File: src/rtl/lfsr_tx_pkg.sv
// Shared definitions for the LFSR result UART transmitter: TX state
// encodings, UART line levels and a constant-friendly ceil(log2) helper.
package lfsr_tx_pkg;

    localparam logic [2:0] TX_IDLE   = 3'd0;
    localparam logic [2:0] TX_START  = 3'd1;
    localparam logic [2:0] TX_DATA   = 3'd2;
    localparam logic [2:0] TX_PARITY = 3'd3;
    localparam logic [2:0] TX_STOP   = 3'd4;

    localparam logic UART_IDLE_LEVEL = 1'b1;
    localparam logic START_BIT       = 1'b0;

    // Smallest r with 2**r >= value; usable in parameter expressions.
    function automatic int clog2(input int value);
        int result;
        result = 0;
        for (int i = 0; i < 31; i++) begin
            if ((1 << i) < value) begin
                result = i + 1;
            end
        end
        return result;
    endfunction

endpackage

File: src/rtl/lfsr_result_fifo.sv
// Small circular result buffer between the capture logic and the UART
// shifter. A write that arrives while full is dropped unless a read
// frees a slot in the same cycle; any drop sets a sticky overflow flag
// that only reset clears.
module lfsr_result_fifo
    import lfsr_tx_pkg::*;
#(
    parameter int DWIDTH = 8,
    parameter int DEPTH  = 4
) (
    input  logic              clk,
    input  logic              rst_n,
    input  logic              wr_en,
    input  logic [DWIDTH-1:0] wr_data,
    input  logic              rd_en,
    output logic [DWIDTH-1:0] rd_data,
    output logic              empty,
    output logic              full,
    output logic              overflow
);

    localparam int PTR_W = clog2(DEPTH);
    localparam int CNT_W = clog2(DEPTH + 1);
    localparam logic [PTR_W-1:0] PTR_LAST  = PTR_W'(DEPTH - 1);
    localparam logic [CNT_W-1:0] CNT_FULL  = CNT_W'(DEPTH);

    logic [DWIDTH-1:0] mem [DEPTH];
    logic [PTR_W-1:0]  wr_ptr;
    logic [PTR_W-1:0]  rd_ptr;
    logic [CNT_W-1:0]  count;
    logic              do_write;
    logic              do_read;
    logic              drop;

    assign empty    = (count == '0);
    assign full     = (count == CNT_FULL);
    assign do_read  = rd_en & ~empty;
    assign do_write = wr_en & (~full | do_read);
    assign drop     = wr_en & full & ~do_read;
    assign rd_data  = mem[rd_ptr];

    // Storage needs no reset: an empty count makes stale entries unreachable.
    always_ff @(posedge clk) begin
        if (do_write) begin
            mem[wr_ptr] <= wr_data;
        end
    end

    // Pointer and occupancy bookkeeping; pointers wrap at DEPTH.
    always_ff @(posedge clk or negedge rst_n) begin
        if (!rst_n) begin
            wr_ptr <= '0;
            rd_ptr <= '0;
            count  <= '0;
        end else begin
            if (do_write) begin
                wr_ptr <= (wr_ptr == PTR_LAST) ? '0 : wr_ptr + 1'b1;
            end
            if (do_read) begin
                rd_ptr <= (rd_ptr == PTR_LAST) ? '0 : rd_ptr + 1'b1;
            end
            case ({do_write, do_read})
                2'b10:   count <= count + 1'b1;
                2'b01:   count <= count - 1'b1;
                default: count <= count;
            endcase
        end
    end

    // Remember that at least one result was lost since reset.
    always_ff @(posedge clk or negedge rst_n) begin
        if (!rst_n) begin
            overflow <= 1'b0;
        end else if (drop) begin
            overflow <= 1'b1;
        end
    end

endmodule

File: src/rtl/lfsr_result_uart_tx.sv
// Captures each finished LFSR result on the falling edge of the
// generator's busy flag, queues it, and sends it off-chip as a UART
// frame (start, DWIDTH data bits LSB first, stop).
// Optional feature macro: LFSR_TX_PARITY_EN adds an even parity bit
// between the data bits and the stop bit.
module lfsr_result_uart_tx
    import lfsr_tx_pkg::*;
#(
    parameter int DWIDTH       = 8,
    parameter int FIFO_DEPTH   = 4,
    parameter int CLKS_PER_BIT = 434
) (
    input  logic              wb_clk_i,
    input  logic              wb_rst_i,
    input  logic [DWIDTH-1:0] num_i,
    input  logic              busy_i,
    output logic              tx_o,
    output logic              tx_active_o,
    output logic              fifo_full_o,
    output logic              overflow_o
);

    localparam int BAUD_W = clog2(CLKS_PER_BIT);
    localparam int BIT_W  = (DWIDTH > 1) ? clog2(DWIDTH) : 1;
    localparam logic [BAUD_W-1:0] BAUD_LAST = BAUD_W'(CLKS_PER_BIT - 1);
    localparam logic [BIT_W-1:0]  BIT_LAST  = BIT_W'(DWIDTH - 1);

    logic              busy_q;
    logic              cap;
    logic              pop;
    logic              fifo_empty;
    logic [DWIDTH-1:0] fifo_data;
    logic [2:0]        state;
    logic [BAUD_W-1:0] baud_cnt;
    logic [BIT_W-1:0]  bit_cnt;
    logic [DWIDTH-1:0] shift_reg;
    logic              baud_done;
`ifdef LFSR_TX_PARITY_EN
    logic              parity_bit;
`endif

    assign cap       = busy_q & ~busy_i;
    assign pop       = (state == TX_IDLE) & ~fifo_empty;
    assign baud_done = (baud_cnt == BAUD_LAST);

    // Delayed copy of busy so a high-to-low transition can be spotted.
    always_ff @(posedge wb_clk_i or negedge wb_rst_i) begin
        if (!wb_rst_i) begin
            busy_q <= 1'b0;
        end else begin
            busy_q <= busy_i;
        end
    end

    lfsr_result_fifo #(
        .DWIDTH (DWIDTH),
        .DEPTH  (FIFO_DEPTH)
    ) u_fifo (
        .clk      (wb_clk_i),
        .rst_n    (wb_rst_i),
        .wr_en    (cap),
        .wr_data  (num_i),
        .rd_en    (pop),
        .rd_data  (fifo_data),
        .empty    (fifo_empty),
        .full     (fifo_full_o),
        .overflow (overflow_o)
    );

    // Frame sequencer: the result is copied into a private shift register
    // on pop, so FIFO traffic during a frame cannot disturb it.
    always_ff @(posedge wb_clk_i or negedge wb_rst_i) begin
        if (!wb_rst_i) begin
            state      <= TX_IDLE;
            baud_cnt   <= '0;
            bit_cnt    <= '0;
            shift_reg  <= '0;
`ifdef LFSR_TX_PARITY_EN
            parity_bit <= 1'b0;
`endif
        end else begin
            case (state)
                TX_IDLE: begin
                    if (!fifo_empty) begin
                        state      <= TX_START;
                        shift_reg  <= fifo_data;
                        baud_cnt   <= '0;
                        bit_cnt    <= '0;
`ifdef LFSR_TX_PARITY_EN
                        parity_bit <= ^fifo_data;
`endif
                    end
                end
                TX_START: begin
                    if (baud_done) begin
                        baud_cnt <= '0;
                        state    <= TX_DATA;
                    end else begin
                        baud_cnt <= baud_cnt + 1'b1;
                    end
                end
                TX_DATA: begin
                    if (baud_done) begin
                        baud_cnt  <= '0;
                        shift_reg <= shift_reg >> 1;
                        if (bit_cnt == BIT_LAST) begin
                            bit_cnt <= '0;
`ifdef LFSR_TX_PARITY_EN
                            state   <= TX_PARITY;
`else
                            state   <= TX_STOP;
`endif
                        end else begin
                            bit_cnt <= bit_cnt + 1'b1;
                        end
                    end else begin
                        baud_cnt <= baud_cnt + 1'b1;
                    end
                end
`ifdef LFSR_TX_PARITY_EN
                TX_PARITY: begin
                    if (baud_done) begin
                        baud_cnt <= '0;
                        state    <= TX_STOP;
                    end else begin
                        baud_cnt <= baud_cnt + 1'b1;
                    end
                end
`endif
                TX_STOP: begin
                    if (baud_done) begin
                        baud_cnt <= '0;
                        state    <= TX_IDLE;
                    end else begin
                        baud_cnt <= baud_cnt + 1'b1;
                    end
                end
                default: begin
                    state    <= TX_IDLE;
                    baud_cnt <= '0;
                    bit_cnt  <= '0;
                end
            endcase
        end
    end

    // Line level and activity flag follow the state directly, so reset
    // returns the line to idle without waiting for a clock.
    always_comb begin
        tx_o        = UART_IDLE_LEVEL;
        tx_active_o = 1'b0;
        case (state)
            TX_START: begin
                tx_o        = START_BIT;
                tx_active_o = 1'b1;
            end
            TX_DATA: begin
                tx_o        = shift_reg[0];
                tx_active_o = 1'b1;
            end
`ifdef LFSR_TX_PARITY_EN
            TX_PARITY: begin
                tx_o        = parity_bit;
                tx_active_o = 1'b1;
            end
`endif
            TX_STOP: begin
                tx_o        = UART_IDLE_LEVEL;
                tx_active_o = 1'b1;
            end
            default: begin
                tx_o        = UART_IDLE_LEVEL;
                tx_active_o = 1'b0;
            end
        endcase
    end

endmodule

File: config.mk
export PLATFORM = sky130hd
export DESIGN_NAME = lfsr_result_uart_tx
export DESIGN_NICKNAME = d
export VERILOG_FILES = /design/src/rtl/lfsr_tx_pkg.sv /design/src/rtl/lfsr_result_fifo.sv /design/src/rtl/lfsr_result_uart_tx.sv
export SDC_FILE = /design/constraint.sdc
export NUM_CORES = 1
export LEC_CHECK = 0
export ABC_AREA = 0
export ABC_CLOCK_PERIOD_IN_PS = 2029
export BUFFER_PORTS_ARGS = -buffer_cell sky130_fd_sc_hd__buf_2
export CORE_ASPECT_RATIO = 1.2
export CORE_MARGIN = 5
export CORE_UTILIZATION = 47
export CTS_BUF_LIST = sky130_fd_sc_hd__clkbuf_4
export DETAILED_ROUTE_END_ITERATION = 10
export GPL_TIMING_DRIVEN = 0
export PLACE_DENSITY = 0.71
export REMOVE_ABC_BUFFERS = 1
export SLEW_MARGIN = 20
export SYNTH_ARGS = -nofsm -noshare
export SYNTH_HDL_FRONTEND = slang
export SYNTH_SLANG_ARGS = --single-unit
export TNS_END_PERCENT = 50
File: constraint.sdc
create_clock -name wb_clk_i -period 2.03 [get_ports wb_clk_i]
set_input_delay 0.3045 -clock wb_clk_i [delete_from_list [all_inputs] [get_ports wb_clk_i]]
set_output_delay 0.3045 -clock wb_clk_i [all_outputs]
set_load 0.02 [all_outputs]
==> impl_metrics.py <==
metrics = {
    "pwr": {
        "p_total_mw": 2.946,
        "vdd_drop_max_mv": 0.7873,
        "p_leak_nw": 1.281,
        "power_density_mw_per_mm2": 875.3,
    },
    "critical_path": {
        "crit_path_cell_trace": "or3_4 > nor2_4 > nand2_2 > fa_2 > a21oi_2 > o211ai_1 > a22oi_1",
        "max_stage_delay_ns": 0.48,
        "cp.arrival_ns": 2.34,
        "path_class": "reg2reg",
        "critPathRequiredTime_ns": 2.35,
        "crit_fanout": 3,
        "critPathSlowestCell": "fa_2",
        "reg2reg_depth": 7,
        "worstReg2RegStart": "state[0]",
        "cp-end-kind": "flip-flop",
        "rr_endpoint": "u_fifo.count[1]",
        "critPathLaunchType": "flip-flop",
        "reg2reg_slack_ns": 0.01,
    },
    "placed_design": {
        "place_congestion": 0.8028,
        "port_buffers": 14,
        "dp_hpwl_mm": 3.104,
    },
    "synthesis": {
        "synth_edf_count": 32,
        "yosysTopAreaCellShare_pct": 32.53,
        "yosysWarnings": 0,
        "synth.distinct_cells": 51,
        "yosys-top-cells-area": "edfxtp_1, dfrtp_1, mux4_2, ha_1, o22a_1",
        "ys_seq_area_share_pct": 59.64,
        "async_flop_share_pct": 50.00,
        "ys_ff_latch": 64,
        "syn_area_per_cell_sq_um": 13.61,
        "syn_inst": 217,
        "synth_top_cell_by_area": "edfxtp_1",
        "ys_top_cells_by_count": "dfrtp_1, edfxtp_1, nand2_1",
        "ys.flop_type": "edfxtp_1",
        "syn_area_sq_mm": 0.002954,
    },
    "clocking": {
        "root_buffer": "clkbuf_4",
        "cts_inserted_buffers": 9,
        "htree_levels": 3,
        "clk_latency_ns": 0.41,
        "cts_tree": "done",
        "clk_path_buf_depth": 2,
        "clk_pin_slew_worst_paths_ns": 0.12,
        "clkSinkCount": 64,
    },
    "layout": {
        "largest_reg_flops": 32,
        "area_growth_pct": 13.93,
        "num-nets-final": 264,
        "fillers": 517,
        "antennaDiodeCount": 0,
        "layout-drive-gt1-share_pct": 29.03,
    },
    "run": {
        "max_cap_violations": 0,
    },
    "routing": {
        "drt-pass1-iter-count": 4,
        "wl_per_cell_um": 15.01,
        "drc": 0,
        "finalWirelength_mm": 4.954,
        "drtIter0Drc": 61,
        "vias_per_cell": 5.382,
        "antenna_left": 0,
        "vias": 1776,
    },
    "timing": {
        "slew_viol_final": 0,
        "setup-tns-final_ns": 0,
        "clock_skew_ns": 0.01083,
        "finalSetupViolCount": 0,
        "finalHoldViolations": 0,
        "slew_headroom_pct": 52.60,
        "rsz0062_at_grt": "yes",
        "fin_crit_ns": 2.019,
        "period_share_pct": 99.44,
        "worst_pin_slew_ns": 0.7109,
        "fmax_mhz": 495.4,
    },
    "floorplanning": {
        "die_x_um": 82.37,
        "placementRows": 31,
        "pin_count": 15,
        "initial_core_util_pct": 48.51,
        "die-area_sq_mm": 0.007977,
        "core_area_sq_mm": 0.006090,
        "die_y_um": 96.85,
    },
    "global_routing": {
        "busiest_layer": "met2",
        "grt_pass1_vias": 1753,
        "grt_use_met2_pct": 21.36,
        "overflow": 0,
        "grt_max_degree": 33,
        "grt_pass1_wl_mm": 8.528,
        "use_met1_pct": 18.77,
        "grt_usage_pct": 14.45,
        "use_met3_pct": 4.461,
        "antenna_found_initial": 0,
    },
    "min_path": {
        "hold_depth": 1,
        "whs_endpoint": "u_fifo.mem[1][2]",
        "min_path_type": "in2reg",
        "hp-start": "num_i[2]",
    },
    "run_status": {
        "status": "finished clean",
    },
}
[routing by layer]
metal | vias to the layer above | share of wire, %
li1 | 867 | -
met1 | 869 | 46
met2 | 30 | 48
met3 | 10 | 3.4
met4 | 0 | 2.1
met5 | - | 0
[area by class of cell]
| cell class | instances | area (sq um) | area share (%) |
|---|---|---|---|
| Inverter | 6 | 22.52 | 0.6691 |
| Sequential cell | 64 | 1765 | 52.45 |
| Tap cell | 82 | 102.6 | 3.048 |
| Timing Repair Buffer | 25 | 170.2 | 5.056 |
| Multi-Input combinational cell | 137 | 1157 | 34.39 |
| Clock inverter | 7 | 80.08 | 2.379 |
| Clock buffer | 9 | 67.56 | 2.007 |
[repair_timing]
action,CTS,global route
setup endpoints to repair,34,4
pin swaps,3,5
resized for setup,12,5
endpoints found under the hold margin,33,0
buffers inserted,6,3
hold buffers,2,0
[stage by stage]
step / cell area, sq um / worst slack, ns / std cells / util, % / hold slack (ns)
after floorplan: 2898 / -0.1428 / 207 / - / 0.008909
after global placement: 3070 / -0.3811 / 303 / 50.42 / 0.3976
after detailed placement: 3070 / -0.4505 / 303 / 50.42 / 0.4085
after CTS: 3328 / -0.009576 / 327 / 54.65 / 0.06181
after global routing: 3366 / -0.08324 / 330 / 55.27 / 0.05408
final: 3366 / 0.01138 / 330 / 55.27 / 0.1055
[worst max-delay path by stage]
| stage | startpoint | endpoint | cells past startpoint |
|---|---|---|---|
| after floorplan | state[0] | u_fifo.count[1] | 7 |
| after global placement | state[0] | u_fifo.count[1] | 7 |
| after detailed placement | state[0] | u_fifo.count[1] | 7 |
| after CTS | state[2] | u_fifo.count[1] | 7 |
| after global routing | state[0] | u_fifo.count[1] | 7 |
| final | state[0] | u_fifo.count[1] | 7 |
[cell usage in the layout, fill, tap and decap left out, types with 6 or more instances in the layout]
cell       n
edfxtp_1  32
dfrtp_1   29
nand2_1   14
buf_2     14
nor2_1    12
ha_1       9
clkbuf_4   9
o21a_1     8
mux4_2     8
buf_4      8
o22a_1     7
inv_1      6
o21ai_0    6
nand3_1    6
xnor2_1    6
[worst max-delay path, delay by kind of cell, from the launching register on]
kind	cells	cell delay (ns)
simple gates	3	0.62
fa+ha+maj	1	0.48
flops	1	0.43
compound gates	3	0.40
[cells by family after synthesis]
group           count (synthesis)  synth area share [%]
xor+xnor                       11                 3.261
simple gates                   59                 10.76
flops                          64                 59.64
compound gates                 48                 12.71
buf+inv                        16                 2.668
mux                             9                 6.480
fa+ha+maj                      10                 4.490
[where the power goes]
part	switching [mW]	internal, mW	total, mW
Clock	0.496	0.387	0.883
Sequential	0.100	1.49	1.59
Combinational	0.282	0.190	0.473
(Power assumes the default switching activity.)
